$ cat config.mk
export PLATFORM = sky130hd
export DESIGN_NAME = gate_exerciser_flat
export DESIGN_NICKNAME = d
export VERILOG_FILES = /design/src/rtl/gate_exerciser_pkg.sv /design/src/rtl/gate_exerciser_if.sv /design/src/rtl/gate_exerciser_hold_timer.sv /design/src/rtl/gate_exerciser.sv /design/src/flat_wrapper.sv
export SDC_FILE = /design/constraint.sdc
export NUM_CORES = 1
export LEC_CHECK = 0
export CAP_MARGIN = 0
export CORE_MARGIN = 3
export CORE_UTILIZATION = 50
export DETAILED_ROUTE_END_ITERATION = 8
export DONT_BUFFER_PORTS = 1
export GPL_ROUTABILITY_DRIVEN = 0
export RECOVER_POWER = 25
export SYNTH_ARGS = -nofsm -noshare
export SYNTH_HDL_FRONTEND = slang
export SYNTH_SLANG_ARGS = --single-unit
$ cat constraint.sdc
create_clock -name clk -period 1.8 [get_ports clk]
set_input_delay 0.27 -clock clk [delete_from_list [all_inputs] [get_ports clk]]
set_output_delay 0.27 -clock clk [all_outputs]
set_load 0.05 [all_outputs]
$ cat src/rtl/gate_exerciser_pkg.sv
// Shared definitions for the gate exerciser: FSM state encoding and truth-table
// constants for the common two-input gates (bit i = expected Q when gate_in == i).
package gate_exerciser_pkg;

  typedef enum logic [1:0] {
    StIdle = 2'd0,
    StRun  = 2'd1,
    StDone = 2'd2
  } state_e;

  localparam logic [3:0] OR2_TT   = 4'b1110;
  localparam logic [3:0] AND2_TT  = 4'b1000;
  localparam logic [3:0] XOR2_TT  = 4'b0110;
  localparam logic [3:0] NAND2_TT = 4'b0111;
  localparam logic [3:0] NOR2_TT  = 4'b0001;

  // Hold counter width; covers HOLD_CYCLES up to 255.
  localparam int unsigned HOLD_CNT_W = 8;

endpackage

$ cat src/rtl/gate_exerciser_if.sv
// Stimulus/response bundle between a test controller and the gate exerciser.
//   start     - begin a run (controller -> exerciser)
//   gate_out  - Q of the gate under test (gate -> exerciser)
//   gate_in   - stimulus to gate inputs, bit 0 -> A, bit 1 -> B
//   busy/done/pass/err_count/fail_vec - run status and results
// master: controller / board side.  slave: the exerciser.
interface gate_exerciser_if #(
  parameter int unsigned N_IN = 2
);
  logic                 start;
  logic                 gate_out;
  logic [N_IN-1:0]      gate_in;
  logic                 busy;
  logic                 done;
  logic                 pass;
  logic [N_IN:0]        err_count;
  logic [2**N_IN-1:0]   fail_vec;

  modport master (
    output start, gate_out,
    input  gate_in, busy, done, pass, err_count, fail_vec
  );

  modport slave (
    input  start, gate_out,
    output gate_in, busy, done, pass, err_count, fail_vec
  );
endinterface

$ cat src/rtl/gate_exerciser_hold_timer.sv
// Hold timer: up-counter that paces how long each input combination is held.
//   clk, rst - clock and synchronous active-high reset
//   clear    - force count to 0 (wins over enable)
//   enable   - advance count by one
//   last     - count equals HOLD_CYCLES-1
module gate_exerciser_hold_timer
  import gate_exerciser_pkg::*;
#(
  parameter int unsigned HOLD_CYCLES = 4
) (
  input  logic clk,
  input  logic rst,
  input  logic clear,
  input  logic enable,
  output logic last
);

  logic [HOLD_CNT_W-1:0] cnt_q, cnt_d;

  always_comb begin
    cnt_d = cnt_q;
    if (clear) begin
      cnt_d = '0;
    end else if (enable) begin
      cnt_d = cnt_q + 1'b1;
    end
  end

  always_ff @(posedge clk) begin
    if (rst) begin
      cnt_q <= '0;
    end else begin
      cnt_q <= cnt_d;
    end
  end

  assign last = (cnt_q == HOLD_CNT_W'(HOLD_CYCLES - 1));

endmodule

$ cat src/rtl/gate_exerciser.sv
// Gate exerciser: steps gate_in through every combination, holds each for
// HOLD_CYCLES cycles, samples gate_out on the last hold cycle and compares it
// with EXPECTED. Results (err_count, fail_vec, pass) are kept until next start.
//   clk, rst - clock and synchronous active-high reset
//   bus      - slave side of gate_exerciser_if (start, gate_in/out, status)
module gate_exerciser
  import gate_exerciser_pkg::*;
#(
  parameter int unsigned       N_IN        = 2,
  parameter int unsigned       HOLD_CYCLES = 4,
  parameter logic [2**N_IN-1:0] EXPECTED   = OR2_TT
) (
  input logic              clk,
  input logic              rst,
  gate_exerciser_if.slave  bus
);

  localparam int unsigned     COMBOS   = 2**N_IN;
  localparam logic [N_IN-1:0] LAST_IDX = N_IN'(COMBOS - 1);

  state_e              state_q, state_d;
  logic [N_IN-1:0]     index_q, index_d;
  logic [N_IN:0]       err_q, err_d;
  logic [COMBOS-1:0]   fail_q, fail_d;
  logic                pass_q, pass_d;
  logic                busy_q, busy_d;
  logic                done_q, done_d;
  logic                launch;
  logic                hold_last;
  logic                run_sample;
  logic                mismatch;

  // Restart the hold count on a new run and after every sampled combination.
  gate_exerciser_hold_timer #(
    .HOLD_CYCLES (HOLD_CYCLES)
  ) u_hold_timer (
    .clk    (clk),
    .rst    (rst),
    .clear  (launch | run_sample),
    .enable (state_q == StRun),
    .last   (hold_last)
  );

  assign run_sample = (state_q == StRun) && hold_last;

  always_comb begin
    state_d  = state_q;
    index_d  = index_q;
    err_d    = err_q;
    fail_d   = fail_q;
    pass_d   = pass_q;
    launch   = 1'b0;
    mismatch = 1'b0;

    unique case (state_q)
      StIdle, StDone: begin
        if (bus.start) begin
          launch  = 1'b1;
          state_d = StRun;
          index_d = '0;
          err_d   = '0;
          fail_d  = '0;
          pass_d  = 1'b0;
        end
      end
      StRun: begin
        // start is deliberately ignored here
        if (hold_last) begin
          mismatch = (bus.gate_out != EXPECTED[index_q]);
          if (mismatch) begin
            err_d           = err_q + 1'b1;
            fail_d[index_q] = 1'b1;
          end
          if (index_q == LAST_IDX) begin
            state_d = StDone;
            index_d = '0;  // gate_in returns to 0 while idle/done
            pass_d  = (err_d == '0);
          end else begin
            index_d = index_q + 1'b1;
          end
        end
      end
      default: state_d = StIdle;
    endcase

    busy_d = (state_d == StRun);
    done_d = (state_d == StDone);
  end

  always_ff @(posedge clk) begin
    if (rst) begin
      state_q <= StIdle;
      index_q <= '0;
      err_q   <= '0;
      fail_q  <= '0;
      pass_q  <= 1'b0;
      busy_q  <= 1'b0;
      done_q  <= 1'b0;
    end else begin
      state_q <= state_d;
      index_q <= index_d;
      err_q   <= err_d;
      fail_q  <= fail_d;
      pass_q  <= pass_d;
      busy_q  <= busy_d;
      done_q  <= done_d;
    end
  end

  assign bus.gate_in   = index_q;
  assign bus.busy      = busy_q;
  assign bus.done      = done_q;
  assign bus.pass      = pass_q;
  assign bus.err_count = err_q;
  assign bus.fail_vec  = fail_q;

endmodule

$ cat src/flat_wrapper.sv
// flat-port wrapper written by rule: the top's interface ports become plain ports
module gate_exerciser_flat import gate_exerciser_pkg::*;
#(
  parameter int unsigned       N_IN        = 2,
  parameter int unsigned       HOLD_CYCLES = 4,
  parameter logic [2**N_IN-1:0] EXPECTED   = OR2_TT
)
  (clk, rst, bus_start, bus_gate_out, bus_gate_in, bus_busy, bus_done, bus_pass, bus_err_count, bus_fail_vec);
  gate_exerciser_if #(.N_IN(N_IN)) bus_i ();
  input logic clk;
  input logic rst;
  input wire logic [$bits(bus_i.start)-1:0] bus_start;
  input wire logic [$bits(bus_i.gate_out)-1:0] bus_gate_out;
  output wire logic [$bits(bus_i.gate_in)-1:0] bus_gate_in;
  output wire logic [$bits(bus_i.busy)-1:0] bus_busy;
  output wire logic [$bits(bus_i.done)-1:0] bus_done;
  output wire logic [$bits(bus_i.pass)-1:0] bus_pass;
  output wire logic [$bits(bus_i.err_count)-1:0] bus_err_count;
  output wire logic [$bits(bus_i.fail_vec)-1:0] bus_fail_vec;
  assign bus_i.start = bus_start;
  assign bus_i.gate_out = bus_gate_out;
  assign bus_gate_in = bus_i.gate_in;
  assign bus_busy = bus_i.busy;
  assign bus_done = bus_i.done;
  assign bus_pass = bus_i.pass;
  assign bus_err_count = bus_i.err_count;
  assign bus_fail_vec = bus_i.fail_vec;
  gate_exerciser #(.N_IN(N_IN), .HOLD_CYCLES(HOLD_CYCLES), .EXPECTED(EXPECTED)) u_core (.clk(clk), .rst(rst), .bus(bus_i));
endmodule
==> impl_metrics.ini <==
[status]
status = finished, final reports clean

[synthesis]
synth_mux_area_share_pct = 0
syn_area_per_cell_sq_um = 9.04
synthArstFlopShare_pct = 0
synthSimpleGateAreaFrac_pct = 27.1
synth-adder-area-share_pct = 8.42
yosysWarnings = 0
synth_top_family_by_area = simple AND/OR/NAND/NOR gates
synth_edf_count = 0
synth_cells = 115
synthFlopType = dfxtp_1
synth_compound_area_share_pct = 12.4
synth-seq-cells = 22
synth.distinct_cells = 33
seq_area_frac_synth_pct = 42.4
synth_xor_area_share_pct = 6.74
netlist_area_sq_um = 1040
syn_nets = 126

[die]
die_w_um = 51.6
placementRows = 15
die-area_sq_um = 2660
die_h_um = 51.6
start_util_pct = 56.5
pin_count = 16
core_area_sq_um = 1840

[cells_and_area]
fin_cells = 150
diodes = 0
fin_nets = 137
syn_to_final_growth_pct = 14.9
fillers = 177
drive_gt1_share_pct = 13.6

[routing]
wl_per_cell_um = 13.8
drc = 0
drt-total-wl_mm = 2.07
vias_per_cell = 5.73
first_iter_violations = 10
dr_total_vias = 860
ant_nets = 0
firstDrtPassIters = 6

[clocking]
clockBufferDepth = 2
cts_root_buf = clkbuf_4
cts_max_level = 1
clkTransAtPathRegs_ns = 0.13
clk_latency_ns = 0.32
cts_tree = done
postCtsSetupRepairBufs = 0
numCtsBuffers = 3
cts.sinks = 22

[sta]
slew_viol_final = 0
finalClockSkew_ns = 0.00424
relSlewSlack_pct = 50.4
tightest_slew_ns = 0.745
rsz0062_at_grt = false
period_share_pct = 90.1
max_freq_mhz = 617
setup_violations = 0
hold_viol_final = 0
setup_slack_ns = 0.179
setup_tns_ns = 0
finalCriticalPeriod_ns = 1.62

[pwr]
powerDensity_nw_per_um2 = 782
power.leakage_nw = 0.452
vdd_drop_max_mv = 0.470

[setup_path]
cp_cell_sequence = ha_1 -> nor4b_4 -> nand3_2 -> or3_1 -> a21oi_1
crit_type = reg -> reg
crit_required_ns = 2.06
critPathArrivalTime_ns = 1.88
cp_slowest_stage_delay_ns = 0.40
cp-end-kind = register
worst-path-buf-inv = 0
worstReg2RegStart = u_core.u_hold_timer.cnt_q[0]$_SDFFE_PP0P_
startpoint_type = register
crit_start = u_core.u_hold_timer.cnt_q[0]$_SDFFE_PP0P_
crit_path_top_delay_cell = dfxtp_2
critPathTopFamily = simple AND/OR/NAND/NOR gates
worstPathMaxFanout = 6

[place]
dp_hpwl_mm = 1.52
placed_cells = 144
pre_cts_ws_ns = 0.0550
portBuffers = 0

[grt]
grt.overflow.total = 0
track_usage_pct = 19.1
grt_pass1_wl_mm = 3.72
grt_antenna_before_repair = 0
grt_pass1_vias = 806
grt_max_degree = 14

[min_path]
hold_path.class = in -> reg
min_from = bus_start

[run]
maxCapViolations = 0
## layout by cell type (no fill, tap or decap), types with 2 or more instances in the layout
master         instances
or3_1                  2
clkbuf_4               3
ha_1                   7
a221oi_1               2
inv_1                  3
buf_4                  4
dlygate4sd3_1          2
and3_1                 2
clkbuf_1               4
a21oi_1               13
a31oi_1                3
dfxtp_4                2
dfxtp_1               19
nand2_1                7
nand3_1                4
xor2_1                 7
nand4_1                4
nor2_1                12
nand3_2                2
nand2b_1               4
nor3_1                 2
## power breakdown
group / total (W) / internal (W) / leakage, nW / switching (W)
logic: 0.0000486 / 0.0000181 / 0.244 / 0.0000304
clock network: 0.000383 / 0.000225 / 0.0279 / 0.000158
registers: 0.000502 / 0.000490 / 0.180 / 0.0000126
## layer usage
layer  track usage, %  up-vias  wire, um  part of all wire [%]
met4             10.5        0        46                   2.2
li1                 -      426         -                     -
met1             24.6      412      1010                    49
met2             29.2       17       933                    45
met3             4.58        5        74                   3.6
met5                0        -         0                     0
## cell type report
class	count	area (sq um)	share of cell area [%]
Sequential cell	22	449	37.6
Timing Repair Buffer	10	65.1	5.45
Multi-Input combinational cell	86	586	49.0
Clock inverter	1	30.0	2.51
Inverter	3	11.3	0.942
Tap cell	25	31.3	2.62
Clock buffer	3	22.5	1.88
## cell families (layout without fill, tap and decap cells)
family                   after synthesis  in the layout
flip-flops                            22             22
XOR/XNOR                               8              8
adder cells (fa/ha/maj)                7              7
buffers and inverters                  7             17
AND/OR/NAND/NOR                       49             49
AO/OA/AOI/OAI                         22             22
## metrics by stage
step           hold WS, ns  utilization (%)  instance area (sq um)  power [W]
4_1_cts          0.0000496             64.2                   1180   0.000941
3_3_place_gp         0.333             60.8                   1120   0.000553
6_report             0.156             65.0                   1190   0.000934
2_1_floorplan        0.475                -                   1050   0.000545
5_1_grt              0.184             65.0                   1190   0.000970
3_5_place_dp         0.333             60.8                   1120   0.000555
## state kept, by name, indices dropped and copies added, names as in the netlist
register	flops
u_core.bus.busy	1
u_core.bus.pass	1
u_core.bus.fail_vec	4
u_core.bus.gate_in	2
u_core.state_q	2
u_core.u_hold_timer.cnt_q	8
u_core.bus.done	1
u_core.bus.err_count	3
## worst register-to-register path, stage by stage (launching register included)
cell     delay [ns]
dfxtp_2        0.40
ha_1           0.23
nor4b_4        0.28
nand3_2        0.19
or3_1          0.35
a21oi_1        0.12
## final timing paths
kind,endpoint,slack (ns),depth (start not counted)
worst max-delay path,u_core.bus.gate_in[0]$_SDFFE_PP0P_,0.18,5
worst min-delay path,u_core.bus.done$_SDFF_PP0_,0.16,2
worst max register to register,u_core.bus.gate_in[0]$_SDFFE_PP0P_,0.18,5
worst min register to register,u_core.u_hold_timer.cnt_q[0]$_SDFFE_PP0P_,0.51,2
## repair_timing
item,CTS,global route
hold endpoints to repair,6,1
resized for setup,0,6
endpoints found under the setup margin,0,13
hold buffers,1,1
## cell usage after synthesis (2+ instances only)
library cell	instances	area, sq um
dfxtp_1	22	440
a21oi_1	13	65.1
nor2_1	12	45.0
ha_1	7	87.6
nand2_1	7	26.3
xor2_1	7	61.3
nand2b_1	5	31.3
nand3_1	5	25.0
nand4_1	4	25.0
a31oi_1	3	18.8
inv_1	3	11.3
a221oi_1	2	17.5
and3_1	2	12.5
clkbuf_1	2	7.51
nor3_1	2	10.0
or3_1	2	12.5
Note: power is estimated with default switching activity, not from simulation.
